$ cat src/rtl/neuron_pkg.sv
// neuron_pkg -- shared definitions for the neuron_unit codebase slice.
//   state_t          : FSM states of the neuron controller
//   DEF_*_WIDTH      : default widths for the neuron_unit parameters
//   sat_max/sat_min  : signed saturation bounds for a given result width
//   SAT_MAX/SAT_MIN  : saturation bounds at the default result width
package neuron_pkg;

  localparam int DEF_DATA_WIDTH = 16;
  localparam int DEF_CNT_WIDTH  = 8;
  localparam int DEF_ACC_WIDTH  = 32;

  typedef enum logic [1:0] {
    IDLE = 2'd0,
    ACC  = 2'd1,
    ACT  = 2'd2,
    OUT  = 2'd3
  } state_t;

  function automatic longint sat_max(input int width);
    return (64'sd1 <<< (width - 1)) - 64'sd1;
  endfunction

  function automatic longint sat_min(input int width);
    return -(64'sd1 <<< (width - 1));
  endfunction

  localparam longint SAT_MAX = sat_max(DEF_DATA_WIDTH);
  localparam longint SAT_MIN = sat_min(DEF_DATA_WIDTH);

endpackage

$ cat src/rtl/neuron_sat_act.sv
// neuron_sat_act -- combinational saturate-then-activate stage.
// Clamps the wide signed accumulator into the signed result range, then
// applies the activation function.
// Configuration macro: NEURON_RELU_EN -- when defined the activation is
// ReLU (negative results become 0); otherwise it is the identity.
// Ports:
//   acc    in  ACC_WIDTH   signed accumulator value
//   result out DATA_WIDTH  signed activated result
module neuron_sat_act
  import neuron_pkg::*;
#(
  parameter int DATA_WIDTH = DEF_DATA_WIDTH,
  parameter int ACC_WIDTH  = DEF_ACC_WIDTH
) (
  input  logic signed [ACC_WIDTH-1:0]  acc,
  output logic        [DATA_WIDTH-1:0] result
);

  localparam logic signed [ACC_WIDTH-1:0] MAX_V = ACC_WIDTH'(sat_max(DATA_WIDTH));
  localparam logic signed [ACC_WIDTH-1:0] MIN_V = ACC_WIDTH'(sat_min(DATA_WIDTH));

  logic [DATA_WIDTH-1:0] sat;

  // NOTE: every variable written in a combinational block gets a default
  // assignment first, so no path leaves it unassigned and no latch is inferred.
  always_comb begin
    sat = acc[DATA_WIDTH-1:0];
    if (acc > MAX_V) begin
      sat = MAX_V[DATA_WIDTH-1:0];
    end else if (acc < MIN_V) begin
      sat = MIN_V[DATA_WIDTH-1:0];
    end
`ifdef NEURON_RELU_EN
    result = sat[DATA_WIDTH-1] ? '0 : sat;
`else
    result = sat;
`endif
  end

endmodule

$ cat src/rtl/neuron_unit.sv
// neuron_unit -- accumulates cfg_len signed partial sums plus a bias, then
// emits one saturated, activated result per neuron.
// The activation is selected by NEURON_RELU_EN inside neuron_sat_act.
// Ports:
//   clk        in   1           clock, rising edge
//   rst        in   1           synchronous active-high reset
//   cfg_len    in   CNT_WIDTH   terms per neuron (0 behaves as 1)
//   cfg_bias   in   DATA_WIDTH  signed bias, sampled with the first term
//   in_valid   in   1           partial sum valid
//   in_ready   out  1           block accepts in_data
//   in_data    in   DATA_WIDTH  signed partial sum
//   out_valid  out  1           result valid
//   out_ready  in   1           consumer accepts the result
//   out_data   out  DATA_WIDTH  signed activated result
//   busy       out  1           a neuron is in progress (state != IDLE)
module neuron_unit
  import neuron_pkg::*;
#(
  parameter int DATA_WIDTH = DEF_DATA_WIDTH,
  parameter int CNT_WIDTH  = DEF_CNT_WIDTH,
  parameter int ACC_WIDTH  = DEF_ACC_WIDTH
) (
  input  logic                  clk,
  input  logic                  rst,
  input  logic [CNT_WIDTH-1:0]  cfg_len,
  input  logic [DATA_WIDTH-1:0] cfg_bias,
  input  logic                  in_valid,
  output logic                  in_ready,
  input  logic [DATA_WIDTH-1:0] in_data,
  output logic                  out_valid,
  input  logic                  out_ready,
  output logic [DATA_WIDTH-1:0] out_data,
  output logic                  busy
);

  // The accumulator must hold bias plus up to 2^CNT_WIDTH-1 terms without
  // wrapping, so saturation always sees the true sum.
  generate
    if (ACC_WIDTH < DATA_WIDTH + CNT_WIDTH + 1) begin : g_acc_width_check
      $error("neuron_unit: ACC_WIDTH must be >= DATA_WIDTH+CNT_WIDTH+1");
    end
  endgenerate

  state_t                       state;
  state_t                       next_state;
  logic signed [ACC_WIDTH-1:0]  acc;
  logic        [CNT_WIDTH-1:0]  cnt;
  logic        [CNT_WIDTH-1:0]  len_q;
  logic        [CNT_WIDTH-1:0]  len_eff;
  logic        [CNT_WIDTH-1:0]  cnt_inc;
  logic signed [ACC_WIDTH-1:0]  data_ext;
  logic signed [ACC_WIDTH-1:0]  bias_ext;
  logic        [DATA_WIDTH-1:0] act_result;
  logic                         in_fire;

  assign data_ext = ACC_WIDTH'($signed(in_data));
  assign bias_ext = ACC_WIDTH'($signed(cfg_bias));
  assign len_eff  = (cfg_len == '0) ? CNT_WIDTH'(1) : cfg_len;
  assign cnt_inc  = cnt + CNT_WIDTH'(1);
  assign in_fire  = in_valid && in_ready;

  // State register.
  // NOTE: clocked state uses non-blocking assignments so every register
  // samples the pre-edge values regardless of statement order.
  always_ff @(posedge clk) begin
    if (rst) begin
      state <= IDLE;
    end else begin
      state <= next_state;
    end
  end

  // Next-state logic.
  always_comb begin
    next_state = state;
    unique case (state)
      IDLE: if (in_fire) next_state = (len_eff == CNT_WIDTH'(1)) ? ACT : ACC;
      ACC:  if (in_fire && (cnt_inc == len_q)) next_state = ACT;
      ACT:  next_state = OUT;
      OUT:  if (out_ready) next_state = IDLE;
      default: next_state = IDLE;
    endcase
  end

  // Outputs decoded from state; all handshake outputs are forced low
  // while rst is asserted, including the cycle before the reset edge.
  always_comb begin
    in_ready  = 1'b0;
    out_valid = 1'b0;
    busy      = 1'b0;
    if (!rst) begin
      in_ready  = (state == IDLE) || (state == ACC);
      out_valid = (state == OUT);
      busy      = (state != IDLE);
    end
  end

  // Datapath. The bias is folded into the accumulator with the first term,
  // so later cfg_bias changes cannot affect the neuron in progress.
  always_ff @(posedge clk) begin
    if (rst) begin
      acc      <= '0;
      cnt      <= '0;
      len_q    <= '0;
      out_data <= '0;
    end else begin
      unique case (state)
        IDLE: begin
          if (in_fire) begin
            len_q <= len_eff;
            acc   <= bias_ext + data_ext;
            cnt   <= CNT_WIDTH'(1);
          end
        end
        ACC: begin
          if (in_fire) begin
            acc <= acc + data_ext;
            cnt <= cnt_inc;
          end
        end
        ACT: out_data <= act_result;
        OUT: ;  // out_data holds through and after the handshake
        default: ;
      endcase
    end
  end

  neuron_sat_act #(
    .DATA_WIDTH (DATA_WIDTH),
    .ACC_WIDTH  (ACC_WIDTH)
  ) u_sat_act (
    .acc    (acc),
    .result (act_result)
  );

endmodule
$ cat config.mk
export PLATFORM = sky130hd
export DESIGN_NAME = neuron_unit
export DESIGN_NICKNAME = d
export VERILOG_FILES = /design/src/rtl/neuron_pkg.sv /design/src/rtl/neuron_sat_act.sv /design/src/rtl/neuron_unit.sv
export SDC_FILE = /design/constraint.sdc
export NUM_CORES = 1
export LEC_CHECK = 0
export CAP_MARGIN = 0
export CORE_MARGIN = 5
export CORE_UTILIZATION = 40
export CTS_CLUSTER_DIAMETER = 50
export DETAILED_ROUTE_END_ITERATION = 10
export GPL_ROUTABILITY_DRIVEN = 0
export GPL_TIMING_DRIVEN = 0
export MAX_ROUTING_LAYER = met4
export PLACE_DENSITY_LB_ADDON = 0.15
export SLEW_MARGIN = 30
export SYNTH_ARGS = -nofsm -noshare
export SYNTH_HDL_FRONTEND = slang
export SYNTH_HIERARCHICAL = 1
export SYNTH_SLANG_ARGS = --single-unit
$ cat constraint.sdc
create_clock -name clk -period 3.5 [get_ports clk]
set_input_delay 0.7 -clock clk [delete_from_list [all_inputs] [get_ports clk]]
set_output_delay 0.7 -clock clk [all_outputs]
set_load 0.02 [all_outputs]
==> reports/results.tsv <==
stage	metric	value	unit
run_status	status	completed	
global_routing	grt_pass1_wl	25000	um
power_and_ir_drop	clockPowerShare	22.3	%
floorplanning	die_area	15700	um2
routing	wl_per_cell	16.6	um
floorplanning	io-pin-count	63	
sta	worst_pin_slew	739	ps
cells_and_area	antenna_cells	0	
routing	firstDrtPassIters	5	
worst_setup_path	worst_ep_arrival_time	3550	ps
worst_setup_path	crit_chain	clkdlybuf4s50_1 > fa_2 > a211oi_2 > o21bai_1 > a221o_2 > o311a_4 > o2111ai_4 > a41oi_4 > nor2_4 > buf_6 > a31oi_1 > o311ai_1	
power_and_ir_drop	leakage	2.65	nW
cells_and_area	syn2layout_area_growth	24.4	%
sta	rsz0062_at_grt	no	
floorplanning	fp.coreArea	13100	um2
min_path	hold_class	register to register	
clocking	clk_pin_slew	50	ps
cells_and_area	layout-drive-gt1-share	8.30	%
floorplanning	die_h	125	um
sta	fin_hold_ws	471	ps
power_and_ir_drop	seqPwrFrac	26.9	%
synthesis	synth_warnings	6	
synthesis	syn_area	5330	um2
routing	viasPerCell	5.66	
sta	max_freq	0.301	GHz
sta	relSlewSlack	50.1	%
floorplanning	num_rows	42	
power_and_ir_drop	swShare	40.9	%
power_and_ir_drop	cellPowerDensity	649	nW/um2
global_routing	track_usage	19.8	%
global_routing	grt-ovfl-total	0	
clocking	cts_root_buffer	clkbuf_16	
global_routing	grt_pass1_vias	5127	
clocking	cts_buffers	9	
clocking	hold_buffers	0	
sta	post-route-period-util	94.9	%
routing	drcViolationCount	0	
power_and_ir_drop	power	4.31	mW
cells_and_area	layout_common_cells	76 x nor2_1, 68 x a21oi_1, 66 x dfxtp_1	
cells_and_area	final_common_cell	nor2_1	
global_routing	grt_antenna_before_repair	0	
worst_setup_path	slowest_delay	450	ps
place	placed_area	6170	um2
power_and_ir_drop	ir_worst_vdd	372	uV
clocking	clk_latency	330	ps
cells_and_area	register_area	1320	um2
synthesis	synthCells	678	
clocking	ctsLongestPathBuffers	2	
synthesis	syn_area_per_cell	7.86	um2
clocking	clkSinkCount	66	
worst_setup_path	worst_setup_path_end_kind	register	
routing	routed_wirelength	15500	um
cells_and_area	fin_util	50.5	%
power_and_ir_drop	internal_power	2.55	mW
clocking	tritoncts	done	
routing	drt_iter0_drc	293	
power_and_ir_drop	combPwrFrac	50.8	%
synthesis	syn_nets	776	
sta	finalMaxSlewViolations	0	
routing	detail-route-antenna-nets	0	
floorplanning	start_util	40.6	%
synthesis	async_reset_ff_share	0	%
synthesis	ys.flop_type	dfxtp_1	
synthesis	synth_seq_cells	66	
worst_setup_path	required	3730	ps
power_and_ir_drop	p_sw	1.76	mW
sta	timing.final.setup_violations	0	
worst_setup_path	cp_max_fo	4	
sta	skew	7.22	ps
place	io_buffers	62	
cells_and_area	multi_input_area	3920	um2
cells_and_area	design_area	6630	um2
job	drv_cap	0	
sta	fin_setup_tns	0	ps
worst_setup_path	cpMaxStageDelayCell	clkdlybuf4s50_1	
cells_and_area	num-fill-cells	1317	
synthesis	synth-edff-count	0	
sta	period_minus_slack	3320	ps
worst_setup_path	crit_path_start_kind	primary input	
global_routing	grt_max_degree	19	
floorplanning	die_w	125	um
clocking	htreeDepth	3	
place	post-dp-hpwl	11900	um
sta	report.final.hold_viol_count	0	
synthesis	yosys.cell_types.count	66	
cells_and_area	finish.net_count	854	
routing	vias	5292	
worst_setup_path	critPathKind	primary input to register	
synthesis	yosysSeqAreaShare	24.8	%
Yosys cell counts, drive strengths merged (5+ instances only):
cell type,number,area (um2)
dfxtp,66,1320
or2,5,31.3
nand2,55,206
xor2,19,166
inv,13,48.8
mux2i,21,210
nor4,6,37.5
nor3,11,55.1
xnor2,26,228
nand3,21,105
o21bai,6,45.0
nor2,78,300
o31ai,6,45.0
a211oi,16,130
clkbuf,22,82.6
o21ai,52,260
nand2b,9,56.3
o21a,7,52.6
a31oi,10,62.6
buf,8,51.3
and2,6,37.5
nor2b,6,37.5
a21o,34,263
a21oi,68,340
ha,52,651
nand4,10,68.8
critical path, delay by kind of cell:
family,cells,cell delay [ps]
buffers and inverters,2,570
AO/OA/AOI/OAI,8,1660
AND/OR/NAND/NOR,1,210
adder cells (fa/ha/maj),1,390
cells by family after synthesis:
family                   Yosys count  share of synthesized area (%)
buffers and inverters             44                           3.50
AO/OA/AOI/OAI                    227                           27.8
XOR/XNOR                          45                           7.40
flip-flops                        66                           24.8
adder cells (fa/ha/maj)           54                           13.0
multiplexers                      22                           4.16
AND/OR/NAND/NOR                  220                           19.4
flip-flops by register name, summed over array words and instances (netlist names):
name and count:
state 2, acc 32, out_data 16, len_q 8, cnt 8
layer usage:
layer / up-vias / GRT usage [%] / wire [um]
met5: - / - / 0
met4: 0 / 5.87 / 370
met3: 25 / 3.45 / 612
met2: 141 / 31.9 / 7260
met1: 2483 / 25.6 / 7240
li1: 2643 / - / -
cell type report:
| cell class | count | share of cell area (%) |
|---|---|---|
| buffer | 30 | 2.06 |
| clock buffer | 11 | 3.66 |
| clock inverter | 3 | 0.981 |
| inverter | 14 | 0.792 |
| multi-input combinational | 568 | 59.1 |
| sequential | 66 | 19.9 |
| tap | 176 | 3.32 |
| timing repair buffer | 67 | 10.2 |
what timing repair did:
| action | CTS | global route |
|---|---|---|
| setup endpoints to repair | 17 | 19 |
| buffers inserted | 1 | 3 |
| resized for setup | 10 | 22 |
| cloned | 0 | 1 |
| pin swaps | 2 | 13 |
final timing paths:
kind,cells after the start,end,from,slack [ps]
min reg2reg,2,len_q[1],len_q[1],470
max reg2reg,11,acc[28],acc[0],490
max,12,acc[31],cfg_bias[1],180
min,2,len_q[1],len_q[1],470
power by group through the flow:
stage | sequential [mW] | combinational [mW] | clock (mW)
global route | 1.18 | 2.43 | 1.01
finish | 1.16 | 2.19 | 0.960
detailed placement | 1.17 | 2.11 | 0
global placement | 1.16 | 2.07 | 0
CTS | 1.15 | 2.15 | 0.977
floorplan | 1.16 | 1.49 | 0
stage by stage:
stage	setup slack [ps]	instances
final	179	935
after global routing	26.1	935
after CTS	-9.97	931
after detailed placement	-662	916
after global placement	-655	916
after floorplan	361	678
Power figures use the tool's default switching activity.
